## config.mk

```make
export PLATFORM = sky130hd
export DESIGN_NAME = ps2_keyboard
export DESIGN_NICKNAME = d
export VERILOG_FILES = /design/src/rtl/vga_pkg.sv /design/src/rtl/ps2_rx.sv /design/src/rtl/ps2_keyboard.sv
export SDC_FILE = /design/constraint.sdc
export NUM_CORES = 1
export LEC_CHECK = 0
export CORE_AREA = 10 10 96 81
export CTS_CLUSTER_DIAMETER = 120
export DETAILED_ROUTE_END_ITERATION = 6
export DIE_AREA = 0 0 106 91
export PLACE_DENSITY = 0.61
export SLEW_MARGIN = 20
export SYNTH_ARGS = -nofsm -noshare
export SYNTH_HDL_FRONTEND = slang
export SYNTH_SLANG_ARGS = --single-unit
```

## constraint.sdc

```tcl
create_clock -name clk -period 1.9 [get_ports clk]
set_input_delay 0.19 -clock clk [delete_from_list [all_inputs] [get_ports clk]]
set_output_delay 0.19 -clock clk [all_outputs]
set_load 0.01 [all_outputs]
```

## src/rtl/vga_pkg.sv

```systemverilog
// Shared key codes and PS/2 scancode set 2 constants used by the keyboard
// front end and the menu/game logic that consumes its key codes.
package vga_pkg;

   localparam logic [3:0] key_relesed = 4'd0;
   localparam logic [3:0] key_A       = 4'd1;
   localparam logic [3:0] key_S       = 4'd2;
   localparam logic [3:0] key_W       = 4'd3;
   localparam logic [3:0] key_D       = 4'd4;
   localparam logic [3:0] key_1       = 4'd5;
   localparam logic [3:0] key_2       = 4'd6;
   localparam logic [3:0] key_3       = 4'd7;
   localparam logic [3:0] key_4       = 4'd8;
   localparam logic [3:0] key_esc     = 4'd9;

   localparam logic [7:0] SC_A     = 8'h1C;
   localparam logic [7:0] SC_S     = 8'h1B;
   localparam logic [7:0] SC_W     = 8'h1D;
   localparam logic [7:0] SC_D     = 8'h23;
   localparam logic [7:0] SC_1     = 8'h16;
   localparam logic [7:0] SC_2     = 8'h1E;
   localparam logic [7:0] SC_3     = 8'h26;
   localparam logic [7:0] SC_4     = 8'h25;
   localparam logic [7:0] SC_ESC   = 8'h76;
   localparam logic [7:0] SC_BREAK = 8'hF0;
   localparam logic [7:0] SC_EXT   = 8'hE0;

   typedef struct packed {
      logic       hit;
      logic [3:0] code;
   } key_lookup_t;

   // PS/2 frames carry odd parity over the 8 data bits plus the parity bit.
   function automatic logic odd_parity_ok(input logic [7:0] data, input logic par);
      return ^{data, par};
   endfunction

   function automatic key_lookup_t sc_lookup(input logic [7:0] sc);
      key_lookup_t res;
      res.hit = 1'b1;
      case (sc)
         SC_A:    res.code = key_A;
         SC_S:    res.code = key_S;
         SC_W:    res.code = key_W;
         SC_D:    res.code = key_D;
         SC_1:    res.code = key_1;
         SC_2:    res.code = key_2;
         SC_3:    res.code = key_3;
         SC_4:    res.code = key_4;
         SC_ESC:  res.code = key_esc;
         default: begin
            res.hit  = 1'b0;
            res.code = key_relesed;
         end
      endcase
      return res;
   endfunction

endpackage

```

## src/rtl/ps2_rx.sv

```systemverilog
// PS/2 serial frame receiver: pin synchronizers, clock falling-edge detect,
// start/data/parity/stop framing and an inactivity timeout inside a frame.
module ps2_rx
   import vga_pkg::*;
#(
   parameter int TIMEOUT_CYCLES = 13_000
) (
   input  logic       clk,
   input  logic       rst,
   input  logic       ps2_clk,
   input  logic       ps2_data,
   output logic [7:0] rx_byte,
   output logic       rx_valid,
   output logic       rx_err
);

   typedef enum logic [1:0] {IDLE, DATA, PARITY, STOP} rx_state_t;

   localparam int CNT_W = $clog2(TIMEOUT_CYCLES + 1);

   rx_state_t        state_r;
   rx_state_t        state_nxt_s;
   logic [1:0]       clk_sync_r;
   logic [1:0]       data_sync_r;
   logic             clk_prev_r;
   logic             fall_r;
   logic [7:0]       shift_r;
   logic [2:0]       bit_cnt_r;
   logic             par_r;
   logic [CNT_W-1:0] tmo_cnt_r;
   logic [7:0]       rx_byte_r;
   logic             rx_valid_r;
   logic             rx_err_r;
   logic             data_bit_s;
   logic             timeout_s;
   logic             frame_done_s;
   logic             accept_s;
   logic             reject_s;

   assign data_bit_s = data_sync_r[1];
   // A fall in the same cycle restarts the idle count, so it wins over timeout.
   assign timeout_s  = (state_r != IDLE) && !fall_r &&
                       (tmo_cnt_r == CNT_W'(TIMEOUT_CYCLES));

   // Two-stage synchronizers and registered falling-edge detect on ps2_clk.
   always_ff @(posedge clk) begin
      if (rst) begin
         clk_sync_r  <= 2'b11;
         data_sync_r <= 2'b11;
         clk_prev_r  <= 1'b1;
         fall_r      <= 1'b0;
      end else begin
         clk_sync_r  <= {clk_sync_r[0], ps2_clk};
         data_sync_r <= {data_sync_r[0], ps2_data};
         clk_prev_r  <= clk_sync_r[1];
         fall_r      <= clk_prev_r & ~clk_sync_r[1];
      end
   end

   // Frame FSM state register.
   always_ff @(posedge clk) begin
      if (rst) begin
         state_r <= IDLE;
      end else begin
         state_r <= state_nxt_s;
      end
   end

   // Frame FSM next-state logic; every advance happens on a ps2_clk fall.
   always_comb begin
      state_nxt_s = state_r;
      case (state_r)
         IDLE: begin
            if (fall_r && !data_bit_s) begin
               state_nxt_s = DATA;
            end else begin
               state_nxt_s = IDLE;
            end
         end
         DATA: begin
            if (timeout_s) begin
               state_nxt_s = IDLE;
            end else if (fall_r && (bit_cnt_r == 3'd7)) begin
               state_nxt_s = PARITY;
            end else begin
               state_nxt_s = DATA;
            end
         end
         PARITY: begin
            if (timeout_s) begin
               state_nxt_s = IDLE;
            end else if (fall_r) begin
               state_nxt_s = STOP;
            end else begin
               state_nxt_s = PARITY;
            end
         end
         STOP: begin
            if (timeout_s || fall_r) begin
               state_nxt_s = IDLE;
            end else begin
               state_nxt_s = STOP;
            end
         end
         default: state_nxt_s = IDLE;
      endcase
   end

   // Frame FSM outputs: accept or reject decision at the stop bit.
   always_comb begin
      frame_done_s = (state_r == STOP) && fall_r;
      accept_s     = frame_done_s && data_bit_s && odd_parity_ok(shift_r, par_r);
      reject_s     = (frame_done_s && !accept_s) || timeout_s;
   end

   // Shift register, bit/timeout counters and registered result pulses.
   always_ff @(posedge clk) begin
      if (rst) begin
         shift_r    <= 8'h00;
         bit_cnt_r  <= 3'd0;
         par_r      <= 1'b0;
         tmo_cnt_r  <= '0;
         rx_byte_r  <= 8'h00;
         rx_valid_r <= 1'b0;
         rx_err_r   <= 1'b0;
      end else begin
         rx_valid_r <= accept_s;
         rx_err_r   <= reject_s;
         if (accept_s) begin
            rx_byte_r <= shift_r;
         end else begin
            rx_byte_r <= rx_byte_r;
         end
         if (fall_r) begin
            tmo_cnt_r <= '0;
            case (state_r)
               IDLE: bit_cnt_r <= 3'd0;
               DATA: begin
                  shift_r   <= {data_bit_s, shift_r[7:1]};
                  bit_cnt_r <= bit_cnt_r + 3'd1;
               end
               PARITY:  par_r <= data_bit_s;
               default: par_r <= par_r;
            endcase
         end else if (state_r != IDLE) begin
            tmo_cnt_r <= tmo_cnt_r + CNT_W'(1);
         end else begin
            tmo_cnt_r <= '0;
         end
      end
   end

   assign rx_byte  = rx_byte_r;
   assign rx_valid = rx_valid_r;
   assign rx_err   = rx_err_r;

endmodule

```

## src/rtl/ps2_keyboard.sv

```systemverilog
// PS/2 keyboard front end: receives frames and decodes scancode set 2
// make/break/extended sequences into the shared 4-bit key codes.
module ps2_keyboard
   import vga_pkg::*;
#(
   parameter int TIMEOUT_CYCLES = 13_000
) (
   input  logic       clk,
   input  logic       rst,
   input  logic       ps2_clk,
   input  logic       ps2_data,
   output logic [3:0] key,
   output logic       key_valid,
   output logic       frame_err
);

   logic [7:0]  rx_byte_s;
   logic        rx_valid_s;
   logic        rx_err_s;
   logic        ext_r;
   logic        brk_r;
   logic [3:0]  key_r;
   logic        key_valid_r;
   logic        frame_err_r;
   logic        ext_nxt_s;
   logic        brk_nxt_s;
   logic [3:0]  key_nxt_s;
   logic        key_valid_nxt_s;
   key_lookup_t lookup_s;

   ps2_rx #(
      .TIMEOUT_CYCLES(TIMEOUT_CYCLES)
   ) u_rx (
      .clk     (clk),
      .rst     (rst),
      .ps2_clk (ps2_clk),
      .ps2_data(ps2_data),
      .rx_byte (rx_byte_s),
      .rx_valid(rx_valid_s),
      .rx_err  (rx_err_s)
   );

   assign lookup_s = sc_lookup(rx_byte_s);

   // Prefix flags persist across rejected frames; only a code byte clears them.
   always_comb begin
      ext_nxt_s       = ext_r;
      brk_nxt_s       = brk_r;
      key_nxt_s       = key_r;
      key_valid_nxt_s = 1'b0;
      if (rx_valid_s) begin
         if (rx_byte_s == SC_EXT) begin
            ext_nxt_s = 1'b1;
         end else if (rx_byte_s == SC_BREAK) begin
            brk_nxt_s = 1'b1;
         end else begin
            ext_nxt_s = 1'b0;
            brk_nxt_s = 1'b0;
            if (ext_r) begin
               key_nxt_s = key_r;
            end else if (brk_r) begin
               if (lookup_s.hit && (lookup_s.code == key_r)) begin
                  key_nxt_s = key_relesed;
               end else begin
                  key_nxt_s = key_r;
               end
            end else if (lookup_s.hit) begin
               key_nxt_s       = lookup_s.code;
               key_valid_nxt_s = 1'b1;
            end else begin
               key_nxt_s = key_r;
            end
         end
      end else begin
         key_valid_nxt_s = 1'b0;
      end
   end

   // Decoder state and registered outputs.
   always_ff @(posedge clk) begin
      if (rst) begin
         ext_r       <= 1'b0;
         brk_r       <= 1'b0;
         key_r       <= key_relesed;
         key_valid_r <= 1'b0;
         frame_err_r <= 1'b0;
      end else begin
         ext_r       <= ext_nxt_s;
         brk_r       <= brk_nxt_s;
         key_r       <= key_nxt_s;
         key_valid_r <= key_valid_nxt_s;
         frame_err_r <= rx_err_s;
      end
   end

   assign key       = key_r;
   assign key_valid = key_valid_r;
   assign frame_err = frame_err_r;

endmodule

```

==> results of run 1 <==
[worst max path at each step]
stage	from	end	slack, ns	depth (start not counted)
floorplan	u_rx.shift_r[0]$_SDFFE_PP0P_	u_rx.rx_byte[1]$_SDFFE_PP0P_	0.21	7
global placement	u_rx.rx_byte[2]$_SDFFE_PP0P_	key[3]$_SDFFE_PP0P_	0.12	6
detailed placement	u_rx.rx_byte[4]$_SDFFE_PP0P_	key[0]$_SDFFE_PP0P_	0.08	6
CTS	u_rx.rx_byte[4]$_SDFFE_PP0P_	key[0]$_SDFFE_PP0P_	0.04	6
global route	u_rx.rx_byte[1]$_SDFFE_PP0P_	key[3]$_SDFFE_PP0P_	-0.01	6
finish	u_rx.shift_r[0]$_SDFFE_PP0P_	u_rx.rx_byte[5]$_SDFFE_PP0P_	0.11	6
[flip-flops by register name, indices dropped and copies added, names as in the netlist]
register          count
ext_r                 1
u_rx.rx_err           1
u_rx.rx_byte          8
u_rx.bit_cnt_r        3
brk_r                 1
key                   4
u_rx.state_r          2
u_rx.shift_r          8
key_valid             1
u_rx.tmo_cnt_r       14
u_rx.fall_r           1
u_rx.par_r            1
u_rx.data_sync_r      2
frame_err             1
u_rx.clk_sync_r       2
u_rx.rx_valid         1
u_rx.clk_prev_r       1
[synthesized netlist by cell type, drive strengths merged (6+ instances only)]
cell	instances	area [um^2]
dfxtp	52	1040
nor2	34	130
a21oi	22	110
nand2	20	75.1
nand3	17	85.1
inv	11	41.3
xnor2	11	96.3
clkbuf	9	33.8
mux2i	9	90.1
xor2	9	78.8
o21ai	7	35.0
and3	6	42.5
buf	6	47.6
nand4	6	37.5
[kinds of logic (layout without fill, tap and decap cells)]
family,count (synthesis),in the layout,synth area share
compound gates,48,48,0.122
flops,52,52,0.426
fa+ha+maj,4,4,0.0205
xor+xnor,21,21,0.0809
buf+inv,27,39,0.0517
simple gates,120,120,0.262
mux,9,9,0.0368
[layer usage]
| layer | vias up | track usage | routed length (um) |
|---|---|---|---|
| met1 | 900 | 0.131 | 2570 |
| li1 | 997 | - | - |
| met2 | 16 | 0.152 | 2030 |
| met4 | 0 | 0.0248 | 20 |
| met3 | 2 | 0.0381 | 123 |
| met5 | - | 0 | 0 |
[worst max-delay path, stage by stage, from the launching register on]
cell and delay [ns]:
dfxtp_1 0.38, xor2_1 0.16, xnor3_1 0.42, xnor2_1 0.16
and3_4 0.30, mux2i_1 0.21, nor2_1 0.05
[layout make-up]
class	count	area share
multi-input combinational	202	0.468
sequential	52	0.372
timing repair buffer	20	0.0615
tap	81	0.0361
clock buffer	5	0.0245
clock inverter	2	0.0214
inverter	12	0.0160
[through the flow]
step	setup TNS (ns)	power (uW)	hold WS [ns]	instances	worst slack, ns
2_1_floorplan	0	1210	0.294	281	0.208
3_3_place_gp	0	1260	0.391	366	0.123
3_5_place_dp	0	1260	0.394	366	0.0782
4_1_cts	0	2130	0.415	373	0.0373
5_1_grt	-0.0473	2190	0.434	374	-0.0139
6_report	0	2100	0.413	374	0.114
[power groups by stage]
stage          logic [uW]  registers, uW  clock network, uW
2_1_floorplan        50.9           1160                  0
3_3_place_gp          104           1150                  0
3_5_place_dp          106           1150                  0
4_1_cts               106           1130                895
5_1_grt               115           1130                940
6_report              105           1130                867
[what timing repair did]
item                                    4_1_cts  5_1_grt
resized for setup                             0       10
endpoints found under the setup margin        0        4
hold buffers                                  0        0
buffers inserted                              0        1
==> flow_summary.toml, run 1 <==
[run_status]
status = "finished, final reports clean"

[floorplanning]
rows = 25
dieWidth_um = 106
core-area_um2 = 5820
pin_count = 10
initial_core_util = 0.420
fp.dieH_um = 91
die-area_um2 = 9650

[global_route]
antenna_found_initial = 0
overflow = 0
grt_pass1_wl_um = 8220
grtUsageTotal = 0.100
grt_max_degree = 31
grt_pass1_vias = 1754

[cells_and_area]
fin_util = 0.483
area_growth_pct = 14.9
mostFrequentLayoutCell = "dfxtp_1"
finalNetCount = 301
drive_above_1_share = 0.126
num_antenna_cells = 0
layout_common_cells = "48 x dfxtp_1, 33 x nor2_1, 22 x a21oi_1"
design_area_um2 = 2810
seqCellArea_um2 = 1050
n_fill_cell = 592
multiInputGateArea_um2 = 1320

[placement]
portBuffers = 9
hpwlAfterDp_um = 3380
dpl-instance-area_um2 = 2630
gp_congestion = 0.840

[routing]
ant_nets = 0
wl_um = 4740
drc = 0
dr.pass1.iters = 4
via_count = 1915
avgViaCountPerCell = 5.12
wl_per_cell_um = 12.7
drtIter0Drc = 49

[setup_path]
cp.arrival_ns = 1.97
reg2reg_to = "u_rx.rx_byte[5]$_SDFFE_PP0P_"
critPathLaunchType = "register"
required_ns = 2.09
rr_worst_depth = 6
r2r-start = "u_rx.shift_r[0]$_SDFFE_PP0P_"
r2r_slack_ns = 0.11
endpoint_kind = "register"
worstPathMaxFanout = 10
criticalPathCategory = "reg -> reg"

[power_and_ir_drop]
leakagePower_uw = 0.000960
power_frac_clock = 0.413
power_frac_seq = 0.537
switching_share = 0.199
p_comb_frac = 0.050
vdd_drop_max_mv = 0.255
powerDensity_nw_per_um2 = 747
p_switching_uw = 418
internal_power_uw = 1680

[synth]
synthesis.nets = 289
synthCells = 281
synth-main-ff-cell = "dfxtp_1"
yosysWarnings = 0
syn_area_um2 = 2440
syn_area_per_cell_um2 = 8.70
ys_types = 52
ys_ff_latch = 52
synthArstFlopShare = 0
synth_edf_count = 0
yosysSeqAreaShare = 0.426

[clock_network]
clk_latency_ns = 0.30
path_clk_slew_ns = 0.09
root_buffer = "clkbuf_8"
numCtsBuffers = 5
htreeDepth = 2
cts_tree = "yes"
clock-sinks = 52
cts_max_path_buffers = 2

[timing]
finalCritPeriodShare = 0.940
rsz0062_at_grt = "yes"
fmaxAchievable_mhz = 560
setup_viol = 0
hold_viol = 0
post-route-min-period_ns = 1.79
slew_headroom = 0.709
slew_viol_final = 0
fin_skew_ns = 0.00547
worst_pin_slew_ns = 0.435

[min_path]
hold_start = "u_rx.clk_sync_r[0]$_SDFF_PP1_"
min_path_cells = 1
hp-class = "reg -> reg"
min_to = "u_rx.clk_sync_r[1]$_SDFF_PP1_"

[flow_run]
maxCapViolCount = 0
Power figures use the tool's default switching activity.
==> run 2: changes to the inputs <==
==> constraint.sdc (replaced) <==
create_clock -name clk -period 1.9 [get_ports clk]
set_input_delay 0.19 -clock clk [delete_from_list [all_inputs] [get_ports clk]]
set_output_delay 0.19 -clock clk [all_outputs]
set_load 0.02 [all_outputs]
==> results of run 2 <==
Same layout as run 1 (identical final DEF). Status: finished, final reports clean.
Among the figures that moved: total power 2100 uW -> 2110 uW
==> run 3: changes to the inputs <==
--- a/config.mk
+++ b/config.mk
@@ -5,11 +5,11 @@
 export SDC_FILE = /design/constraint.sdc
 export NUM_CORES = 1
 export LEC_CHECK = 0
-export CORE_AREA = 10 10 96 81
+export CORE_AREA = 10 10 87 74
 export CTS_CLUSTER_DIAMETER = 120
 export DETAILED_ROUTE_END_ITERATION = 6
-export DIE_AREA = 0 0 106 91
-export PLACE_DENSITY = 0.61
+export DIE_AREA = 0 0 97 84
+export PLACE_DENSITY = 0.76
 export SLEW_MARGIN = 20
 export SYNTH_ARGS = -nofsm -noshare
 export SYNTH_HDL_FRONTEND = slang
==> constraint.sdc (replaced) <==
create_clock -name clk -period 1.6 [get_ports clk]
set_input_delay 0.16 -clock clk [delete_from_list [all_inputs] [get_ports clk]]
set_output_delay 0.16 -clock clk [all_outputs]
set_load 0.02 [all_outputs]
==> flow_summary.toml, run 3 (synthesis gave the netlist of run 1 again) <==
[floorplanning]
fp.dieH_um = 84
pin_count = 10
rows = 23
die-area_um2 = 8150
core-area_um2 = 4810
dieWidth_um = 97
initial_core_util = 0.509

[clock_network]
root_buffer = "clkbuf_8"
numCtsBuffers = 5
clock-sinks = 52
path_clk_slew_ns = 0.09
clk_latency_ns = 0.31
htreeDepth = 2
cts_max_path_buffers = 2
cts_tree = "yes"

[timing]
post-route-min-period_ns = 1.74
setup_viol = 14
slew_headroom = 0.734
finalCritPeriodShare = 1.09
fin_skew_ns = 0.00724
hold_viol = 0
rsz0062_at_grt = "yes"
fin_ws_ns = -0.143
fmaxAchievable_mhz = 574
worst_pin_slew_ns = 0.397
tns_ns = -1.70
slew_viol_final = 0

[cells_and_area]
drive_above_1_share = 0.291
num_antenna_cells = 0
top_register = "u_rx.tmo_cnt_r"
area_growth_pct = 28.6
layout_common_cells = "39 x dfxtp_1, 37 x buf_4, 33 x nor2_1"
finalNetCount = 330
fin_cells = 385
n_fill_cell = 364
mostFrequentLayoutCell = "dfxtp_1"
largest_reg_flops = 14

[min_path]
min_path_cells = 2
hold_start = "ps2_data"
hp-class = "in -> reg"
min_to = "u_rx.data_sync_r[0]$_SDFF_PP1_"

[setup_path]
worstPathCellList = "xor2_1 > xnor3_1 > xnor2_2 > and3_2 > mux2i_1 > nor2_1"
endpoint_kind = "register"
required_ns = 1.80
cp.arrival_ns = 1.94
slowest_delay_ns = 0.45
path_buf_inv = 0
cpLargestDelayFamily = "XOR/XNOR gates"
critPathLaunchType = "register"
criticalPathCategory = "reg -> reg"
reg2reg_to = "u_rx.rx_byte[4]$_SDFFE_PP0P_"
worstPathMaxFanout = 5
r2r_slack_ns = -0.14
r2r-start = "u_rx.shift_r[0]$_SDFFE_PP0P_"
rr_worst_depth = 6
crit_slowest_cell = "xnor3_1"

[global_route]
grt_max_degree = 33
overflow = 0
grtUsageTotal = 0.131
grt_pass1_wl_um = 9200
antenna_found_initial = 0
grt_pass1_vias = 2027

[power_and_ir_drop]
power_frac_clock = 0.372
vdd_drop_max_mv = 0.466
leakagePower_uw = 0.00117
power_frac_seq = 0.558
powerDensity_nw_per_um2 = 758
p_switching_uw = 533
internal_power_uw = 1850
switching_share = 0.223
p_comb_frac = 0.070

[run_status]
status = "finished with violations"
violations = "negative setup slack"

[placement]
gp_congestion = 0.815
pre_cts_ws_ns = -0.163
dp_cells = 375
portBuffers = 9
hpwlAfterDp_um = 3460

[flow_run]
maxCapViolCount = 0

[routing]
dr.pass1.iters = 4
wl_um = 5270
wl_per_cell_um = 13.7
via_count = 2072
drtIter0Drc = 100
drc = 0
avgViaCountPerCell = 5.38
ant_nets = 0
==> run 3: changes by cell type in the layout (fill, tap and decap cells not counted), sizes merged <==
cell | before | now
buf | 11 | 38
clkbuf | 5 | 7
and3 | 6 | 7
bufinv | 2 | 1
clkdlybuf4s50 | 9 | 8
clkinv | 1 | 2
dlymetal6s2s | 0 | 1
==> run 3: stage by stage <==
| step | power [uW] | cell area, um^2 | hold WS, ns | utilization |
|---|---|---|---|---|
| floorplan | 1440 | 2450 | 0.264 | - |
| global placement | 1510 | 2840 | 0.392 | 0.590 |
| detailed placement | 1510 | 2840 | 0.398 | 0.590 |
| CTS | 2390 | 3030 | 0.399 | 0.630 |
| global route | 2480 | 3140 | 0.413 | 0.654 |
| finish | 2380 | 3140 | 0.409 | 0.654 |
==> run 3: repair_timing <==
item | in CTS | in global routing
buffers inserted | 0 | 1
resized for setup | 24 | 21
hold buffers | 0 | 0
pin swaps | 8 | 8
endpoints found under the setup margin | 14 | 21
endpoints found under the hold margin | 0 | 0
cloned | 1 | 0
==> run 3: layout make-up <==
class,count,area (um^2),share of cell area
Multi-Input combinational cell,203,1450,0.461
Sequential cell,52,1070,0.340
Timing Repair Buffer,48,395,0.126
Tap cell,62,77.6,0.0247
Clock buffer,6,72.6,0.0231
Inverter,12,45.0,0.0143
Clock inverter,2,35.0,0.0111
==> run 3: worst max path at each step <==
stage,startpoint,to,cells after the start
floorplan,u_rx.shift_r[1]$_SDFFE_PP0P_,u_rx.rx_byte[4]$_SDFFE_PP0P_,7
global placement,u_rx.shift_r[1]$_SDFFE_PP0P_,u_rx.rx_byte[0]$_SDFFE_PP0P_,6
detailed placement,u_rx.shift_r[1]$_SDFFE_PP0P_,u_rx.rx_byte[1]$_SDFFE_PP0P_,6
CTS,u_rx.shift_r[0]$_SDFFE_PP0P_,u_rx.rx_byte[1]$_SDFFE_PP0P_,6
global route,u_rx.rx_byte[1]$_SDFFE_PP0P_,key[2]$_SDFFE_PP0P_,6
finish,u_rx.shift_r[0]$_SDFFE_PP0P_,u_rx.rx_byte[4]$_SDFFE_PP0P_,6
==> run 3: metal layers <==
metal	wire, um	share of wire	track usage	vias up
li1	-	-	-	1069
met1	2600	0.49	0.163	956
met2	2370	0.45	0.205	38
met3	217	0.041	0.0339	9
met4	84	0.016	0.0589	0
met5	0	0	0	-
==> run 3: power groups by stage <==
stage	Combinational (uW)	Sequential [uW]	Clock, uW
after detailed placement	144	1370	0
after CTS	146	1330	912
after global placement	141	1370	0
final	167	1330	888
after floorplan	60.3	1380	0
after global routing	181	1330	969
